<file path="config.mk">
export PLATFORM = sky130hd
export DESIGN_NAME = wb_pipe_to_classic
export DESIGN_NICKNAME = d
export VERILOG_FILES = /design/src/rtl/wb_pipe_to_classic.sv
export SDC_FILE = /design/constraint.sdc
export NUM_CORES = 1
export LEC_CHECK = 0
export ABC_AREA = 1
export CORE_ASPECT_RATIO = 0.9
export CORE_MARGIN = 10
export CORE_UTILIZATION = 38
export CTS_BUF_LIST = sky130_fd_sc_hd__clkbuf_8 sky130_fd_sc_hd__clkbuf_16
export DETAILED_ROUTE_END_ITERATION = 7
export PLACE_DENSITY = 0.82
export SLEW_MARGIN = 20
export SYNTH_ARGS = -nofsm -noshare
export SYNTH_HDL_FRONTEND = slang
export SYNTH_SLANG_ARGS = --single-unit
export TNS_END_PERCENT = 30
</file>
<file path="constraint.sdc">
create_clock -name CLK -period 1.5 [get_ports CLK]
set_clock_uncertainty 0.05 [all_clocks]
set_input_delay 0.225 -clock CLK [delete_from_list [all_inputs] [get_ports CLK]]
set_output_delay 0.225 -clock CLK [all_outputs]
set_load 0.05 [all_outputs]
</file>
<file path="src/rtl/wb_pipe_to_classic.sv">
// -----------------------------------------------------------------------------
// wb_pipe_to_classic
//
// Bridges a Wishbone pipelined-mode master (typically a skid buffer) onto a
// Wishbone classic-mode target. Only one request is outstanding at a time:
// the request is captured in IDLE, presented with C_STB held until the target
// terminates, and the termination is returned upstream as a registered
// single-cycle pulse.
//
// Parameters
//   AddressWidth  - address bits
//   DataWidth     - data bits (8/16/32/64)
//   Granularity   - bits per byte-select lane (SELWidth = DataWidth/Granularity)
//   TimeoutCycles - watchdog limit in BUSY cycles (timeout build only)
//
// Build option
//   WB_P2C_TIMEOUT_EN - when defined, a watchdog aborts a transfer the target
//                       never terminates and reports it upstream as P_ERR.
//
// Ports
//   CLK, RST                      clock, synchronous active-low reset
//   P_CYC/P_STB/P_WE/P_ADDR/
//   P_DAT_W/P_SEL                 pipelined-side request (in)
//   P_STALL/P_ACK/P_ERR/P_RTY/
//   P_DAT_R                       pipelined-side stall and termination (out)
//   C_CYC/C_STB/C_WE/C_ADDR/
//   C_DAT_W/C_SEL                 classic-side request (out)
//   C_ACK/C_ERR/C_RTY/C_DAT_R     classic-side termination (in)
// -----------------------------------------------------------------------------
module wb_pipe_to_classic #(
  parameter int  AddressWidth  = 16,
  parameter int  DataWidth     = 8,
  parameter int  Granularity   = 8,
  parameter int  TimeoutCycles = 255,
  localparam int SELWidth      = DataWidth / Granularity
) (
  input  logic                    CLK,
  input  logic                    RST,
  // pipelined side
  input  logic                    P_CYC,
  input  logic                    P_STB,
  input  logic                    P_WE,
  input  logic [AddressWidth-1:0] P_ADDR,
  input  logic [DataWidth-1:0]    P_DAT_W,
  input  logic [SELWidth-1:0]     P_SEL,
  output logic                    P_STALL,
  output logic                    P_ACK,
  output logic                    P_ERR,
  output logic                    P_RTY,
  output logic [DataWidth-1:0]    P_DAT_R,
  // classic side
  output logic                    C_CYC,
  output logic                    C_STB,
  output logic                    C_WE,
  output logic [AddressWidth-1:0] C_ADDR,
  output logic [DataWidth-1:0]    C_DAT_W,
  output logic [SELWidth-1:0]     C_SEL,
  input  logic                    C_ACK,
  input  logic                    C_ERR,
  input  logic                    C_RTY,
  input  logic [DataWidth-1:0]    C_DAT_R
);

  typedef enum logic {
    IDLE = 1'b0,
    BUSY = 1'b1
  } state_t;

  state_t state, state_next;

  logic accept;     // request captured this cycle
  logic term;       // target terminated the outstanding request
  logic timeout;    // watchdog expired (always 0 without the watchdog)
  logic p_cyc_q;    // P_CYC delayed one cycle, keeps C_CYC up between transfers
  logic busy;

  assign busy = (state == BUSY);

`ifdef WB_P2C_TIMEOUT_EN
  localparam int CntWidth = $clog2(TimeoutCycles + 1);
  localparam logic [CntWidth-1:0] TimeoutLast = CntWidth'(TimeoutCycles - 1);

  logic [CntWidth-1:0] wd_cnt;

  // Counts BUSY cycles without termination; the cycle in which the count
  // would reach TimeoutCycles is the last one the target is given.
  always_ff @(posedge CLK) begin
    if (!RST) begin
      wd_cnt <= '0;
    end else if (accept) begin
      wd_cnt <= '0;
    end else if (busy && !term) begin
      wd_cnt <= wd_cnt + 1'b1;
    end
  end

  logic wd_hit;
  assign wd_hit = (wd_cnt == TimeoutLast);
`endif

  // ---------------------------------------------------------------------------
  // FSM state register
  // ---------------------------------------------------------------------------
  // NOTE: state elements are written with <= so every flop samples the values
  // from before the edge; a blocking = here would leak same-edge updates into
  // later statements and break the register semantics.
  always_ff @(posedge CLK) begin
    if (!RST) state <= IDLE;
    else      state <= state_next;
  end

  // ---------------------------------------------------------------------------
  // FSM next state and control outputs
  // ---------------------------------------------------------------------------
  // NOTE: every signal driven here gets a default first, so no path leaves a
  // value unassigned and no latch is inferred.
  always_comb begin
    state_next = state;
    accept     = 1'b0;
    term       = 1'b0;
    timeout    = 1'b0;
    P_STALL    = busy;
    C_STB      = busy;
    C_CYC      = p_cyc_q | busy;

    unique case (state)
      IDLE: begin
        // target terminations are meaningless here and are not looked at
        if (P_CYC && P_STB) begin
          accept     = 1'b1;
          state_next = BUSY;
        end
      end
      BUSY: begin
        // An upstream abort wins over a same-cycle termination: the master
        // has abandoned the cycle and must not see a response for it.
        if (!P_CYC) begin
          state_next = IDLE;
        end else if (C_ACK || C_ERR || C_RTY) begin
          term       = 1'b1;
          state_next = IDLE;
        end
`ifdef WB_P2C_TIMEOUT_EN
        else if (wd_hit) begin
          timeout    = 1'b1;
          state_next = IDLE;
        end
`endif
      end
      default: state_next = IDLE;
    endcase
  end

  // ---------------------------------------------------------------------------
  // Request capture, upstream termination and data return
  // ---------------------------------------------------------------------------
  // NOTE: the datapath registers are reset along with the control so that the
  // classic bus and P_DAT_R show defined values straight out of reset.
  always_ff @(posedge CLK) begin
    if (!RST) begin
      p_cyc_q <= 1'b0;
      C_WE    <= 1'b0;
      C_ADDR  <= '0;
      C_DAT_W <= '0;
      C_SEL   <= '0;
      P_ACK   <= 1'b0;
      P_ERR   <= 1'b0;
      P_RTY   <= 1'b0;
      P_DAT_R <= '0;
    end else begin
      // A timeout forces C_CYC low for the P_ERR cycle even if the master
      // still holds P_CYC.
      p_cyc_q <= P_CYC && !timeout;
      P_ACK   <= 1'b0;
      P_ERR   <= 1'b0;
      P_RTY   <= 1'b0;

      if (accept) begin
        C_WE    <= P_WE;
        C_ADDR  <= P_ADDR;
        C_DAT_W <= P_DAT_W;
        C_SEL   <= P_SEL;
      end

      if (term) begin
        // ERR > RTY > ACK so exactly one upstream termination fires
        P_ERR   <= C_ERR;
        P_RTY   <= !C_ERR && C_RTY;
        P_ACK   <= !C_ERR && !C_RTY && C_ACK;
        P_DAT_R <= C_DAT_R;
      end

      if (timeout) begin
        P_ERR <= 1'b1;
      end
    end
  end

endmodule

</file>
==> flow_results.xml <==
<?xml version="1.0" encoding="UTF-8"?>
<metrics>
  <group name="status">
    <metric name="run_status" unit="">completed</metric>
  </group>
  <group name="placement">
    <metric name="placed_cells" unit="">311</metric>
    <metric name="place.detailed.hpwl" unit="mm">3.52</metric>
    <metric name="port_buffers" unit="">80</metric>
    <metric name="finalWeightedCongestion" unit="">0.744</metric>
  </group>
  <group name="setup_path">
    <metric name="critical_path_depth" unit="">2</metric>
    <metric name="cp.required" unit="ns">1.22</metric>
    <metric name="start_kind" unit="">register</metric>
    <metric name="path_delay_family" unit="">flip-flops</metric>
    <metric name="worst-setup-path-type" unit="">register to primary output</metric>
    <metric name="cp_slowest_stage_delay" unit="ns">0.38</metric>
    <metric name="worst_ep_arrival_time" unit="ns">1.16</metric>
    <metric name="r2r_cells" unit="">6</metric>
    <metric name="crit_path_top_delay_cell" unit="">sky130_fd_sc_hd__dfxtp_2</metric>
    <metric name="cp.buffers_inverters" unit="">1</metric>
    <metric name="worstSetupEndpointType" unit="">primary output</metric>
    <metric name="largest_driver_fanout_on_the_critical_path" unit="">5</metric>
    <metric name="worstPathCellList" unit="">or2_2 -&gt; buf_4</metric>
  </group>
  <group name="route">
    <metric name="drt_drc_violations_left" unit="">0</metric>
    <metric name="first_pass_iters" unit="">4</metric>
    <metric name="avgViaCountPerCell" unit="">4.74</metric>
    <metric name="vias" unit="">1512</metric>
    <metric name="drtAntennaViolNets" unit="">0</metric>
    <metric name="routedWlPerCell" unit="um">14.1</metric>
    <metric name="detail_route.iter0.violations" unit="">74</metric>
    <metric name="routed_wirelength" unit="mm">4.50</metric>
  </group>
  <group name="logic_synthesis">
    <metric name="synth_nets" unit="">230</metric>
    <metric name="post_synth_and_or_nand_nor_area_fraction" unit="">0.259</metric>
    <metric name="synthMuxAreaShare" unit="">0</metric>
    <metric name="mean_instance_size_in_the_synthesized_netlist" unit="um^2">7.91</metric>
    <metric name="netlist.area_leader.share" unit="">0.522</metric>
    <metric name="synthAdderAreaFrac" unit="">0</metric>
    <metric name="synth_compound_area_frac" unit="">0.120</metric>
    <metric name="synthDominantAreaCellType" unit="">sky130_fd_sc_hd__dfxtp_1</metric>
    <metric name="synth.lib_cells_used.distinct" unit="">22</metric>
    <metric name="synthTopCellsByArea" unit="">sky130_fd_sc_hd__dfxtp_1 52%, sky130_fd_sc_hd__nor2_1 15%, sky130_fd_sc_hd__o21ai_0 8.4%, sky130_fd_sc_hd__buf_6 4.5%, sky130_fd_sc_hd__nand3_1 3.0%</metric>
    <metric name="seq_area_frac_synth" unit="">0.522</metric>
    <metric name="yosysWarningCount" unit="">0</metric>
    <metric name="syn_inst" unit="">189</metric>
    <metric name="yosys.area_share.xor_xnor" unit="">0</metric>
    <metric name="synth_top_family_by_area" unit="">simple AND/OR/NAND/NOR gates</metric>
    <metric name="synth-seq-cells" unit="">39</metric>
    <metric name="synthesis.area" unit="mm^2">0.00150</metric>
  </group>
  <group name="pwr">
    <metric name="pwr_density_cell" unit="mW/mm^2">941</metric>
    <metric name="reported_leakage_power" unit="uW">0.00121</metric>
    <metric name="ir_drop" unit="V">0.000778</metric>
    <metric name="power.total" unit="uW">2610</metric>
  </group>
  <group name="clock_tree">
    <metric name="buffers_inserted_by_post_cts_timing_repair" unit="">0</metric>
    <metric name="clk_root_buffer_cell" unit="">sky130_fd_sc_hd__clkbuf_8</metric>
    <metric name="ctsLongestPathBuffers" unit="">2</metric>
    <metric name="total_clock_buffers_created_by_cts" unit="">5</metric>
    <metric name="cts_tree" unit="">built</metric>
    <metric name="number_of_sinks_driven_by_the_clock_tree" unit="">39</metric>
    <metric name="cts.clk_slew.worst_paths" unit="ns">0.07</metric>
    <metric name="cts-htree-levels" unit="">2</metric>
    <metric name="clock_latency" unit="ns">0.28</metric>
  </group>
  <group name="global_route">
    <metric name="track_usage" unit="">0.132</metric>
    <metric name="grt_max_degree" unit="">28</metric>
    <metric name="first_global_vias" unit="">1493</metric>
    <metric name="grt_overflow" unit="">0</metric>
    <metric name="grt_pass1_wl" unit="mm">7.26</metric>
    <metric name="antenna_violations_before_repair" unit="">0</metric>
  </group>
  <group name="worst_hold_path">
    <metric name="hold_class" unit="">primary input to register</metric>
    <metric name="hold_depth" unit="">3</metric>
  </group>
  <group name="timing">
    <metric name="setup_viol_count_final" unit="">0</metric>
    <metric name="final_period_minus_worst_setup_slack" unit="ns">1.44</metric>
    <metric name="slew-limit-headroom" unit="">0.774</metric>
    <metric name="rsz0062_at_grt" unit="">false</metric>
    <metric name="timing.final.crit_share" unit="">0.957</metric>
    <metric name="timing.final.max_slew_violations" unit="">0</metric>
    <metric name="tightest_pin_transition" unit="ns">0.338</metric>
    <metric name="hold_violations" unit="">0</metric>
    <metric name="fmax" unit="GHz">0.696</metric>
  </group>
  <group name="layout">
    <metric name="ratio_of_cells_with_drive_above_1_in_the_final_layout" unit="">0.242</metric>
    <metric name="flow.area_growth_from_synthesis" unit="%">85.8</metric>
    <metric name="finish.net_count" unit="">313</metric>
    <metric name="final.fill_count" unit="">262</metric>
    <metric name="finalNonFillerCells" unit="">319</metric>
    <metric name="register_area" unit="um^2">782</metric>
    <metric name="multi_input_area" unit="um^2">567</metric>
    <metric name="num_antenna_cells" unit="">0</metric>
  </group>
  <group name="die">
    <metric name="die_width" unit="um">86.1</metric>
    <metric name="rows" unit="">21</metric>
    <metric name="starting_density_of_the_core" unit="">0.398</metric>
    <metric name="placeableCoreArea" unit="mm^2">0.00376</metric>
    <metric name="floorplan.die_area" unit="mm^2">0.00685</metric>
    <metric name="floorplan.io_pins" unit="">81</metric>
    <metric name="fp.dieH" unit="um">79.5</metric>
  </group>
  <group name="job">
    <metric name="timing.max_cap.violations" unit="">0</metric>
  </group>
</metrics>
[power breakdown]
part | leakage [uW] | switching (uW) | internal (uW)
Sequential | 0.000320 | 58.7 | 1090
Clock | 0.0000557 | 345 | 413
Combinational | 0.000838 | 349 | 355
[repair_timing]
item                                    CTS  global route
endpoints found under the setup margin    1             0
hold endpoints to repair                  0             0
gates resized for setup                   1             0
hold buffers                              0             0
[state kept, by name, summed over array words and instances (netlist names)]
signal,count
C_STB,1
C_ADDR,16
C_DAT_W,8
P_RTY,1
P_DAT_R,8
C_WE,1
P_ERR,1
p_cyc_q,1
P_ACK,1
C_SEL,1
[layout by cell type (no fill, tap or decap)]
cell	n
sky130_fd_sc_hd__nor2_4	1
sky130_fd_sc_hd__nand2_1	12
sky130_fd_sc_hd__a21oi_1	8
sky130_fd_sc_hd__inv_1	13
sky130_fd_sc_hd__o21ai_0	25
sky130_fd_sc_hd__nor3_2	2
sky130_fd_sc_hd__or2_2	1
sky130_fd_sc_hd__nand2_4	1
sky130_fd_sc_hd__nor2_1	60
sky130_fd_sc_hd__nor2_2	1
sky130_fd_sc_hd__dfxtp_2	1
sky130_fd_sc_hd__clkbuf_8	7
sky130_fd_sc_hd__inv_4	1
sky130_fd_sc_hd__buf_12	37
sky130_fd_sc_hd__dfxtp_1	38
sky130_fd_sc_hd__clkdlybuf4s50_1	40
sky130_fd_sc_hd__a21oi_2	1
sky130_fd_sc_hd__inv_2	1
sky130_fd_sc_hd__buf_4	10
sky130_fd_sc_hd__nor3_1	1
sky130_fd_sc_hd__nand3_1	9
sky130_fd_sc_hd__nand2_2	2
sky130_fd_sc_hd__o21ai_1	1
[tightest hold or removal path, delay by kind of cell]
kind          cells  cell delay (ns)
buf+inv           1             0.40
simple gates      2             0.15
[layout make-up]
cell class | count | share of cell area
Clock buffer | 7 | 0.0347
Inverter | 14 | 0.0198
Multi-Input combinational cell | 125 | 0.204
Tap cell | 46 | 0.0207
Timing Repair Buffer | 87 | 0.438
Clock inverter | 1 | 0.00135
Sequential cell | 39 | 0.282
[cells by family (layout without fill, tap and decap cells)]
family / after synthesis / in the layout
simple gates: 90 / 90
buf+inv: 25 / 109
compound gates: 35 / 35
flops: 39 / 39
[per-layer routing]
metal | routed length, um | track usage | up-vias
met3 | 550 | 0.0857 | 7
met1 | 1940 | 0.148 | 682
li1 | - | - | 761
met5 | 0 | 0 | -
met2 | 1950 | 0.198 | 62
met4 | 53 | 0.0493 | 0
[metrics by stage]
stage                     setup TNS [ns]  area, um^2  setup WS [ns]  utilization  hold slack, ns
after floorplan                        0        1500         0.0922            -           0.268
after global placement                 0        2680         0.0354        0.712           0.477
after detailed placement         -0.0598        2680        -0.0353        0.712           0.484
after CTS                              0        2780         0.0529        0.739           0.459
after global routing                   0        2780         0.0284        0.739           0.465
final                                  0        2780         0.0642        0.739           0.467
[cell usage after synthesis]
library cell	count
sky130_fd_sc_hd__o21ai_1	1
sky130_fd_sc_hd__nand3_1	9
sky130_fd_sc_hd__nand2_2	2
sky130_fd_sc_hd__nor3_1	1
sky130_fd_sc_hd__inv_4	1
sky130_fd_sc_hd__nand2_1	12
sky130_fd_sc_hd__o21ai_0	25
sky130_fd_sc_hd__clkbuf_1	2
sky130_fd_sc_hd__nor2_1	60
sky130_fd_sc_hd__nor2_2	1
sky130_fd_sc_hd__inv_2	1
sky130_fd_sc_hd__buf_4	1
sky130_fd_sc_hd__buf_6	6
sky130_fd_sc_hd__buf_2	2
sky130_fd_sc_hd__nor2_4	1
sky130_fd_sc_hd__dfxtp_1	39
sky130_fd_sc_hd__a21oi_1	8
sky130_fd_sc_hd__nand2_4	1
sky130_fd_sc_hd__or2_2	1
sky130_fd_sc_hd__a21oi_2	1
sky130_fd_sc_hd__nor3_2	2
sky130_fd_sc_hd__inv_1	12
[worst paths after layout]
check                                start          to  slack, ns
worst max register to register       C_STB  P_DAT_R[1]       0.34
worst max-delay path                 C_STB       C_CYC       0.06
worst min register to register  P_DAT_R[2]  P_DAT_R[2]       0.49
worst min-delay path            P_DAT_W[1]  C_DAT_W[1]       0.47
(Power assumes the default switching activity.)
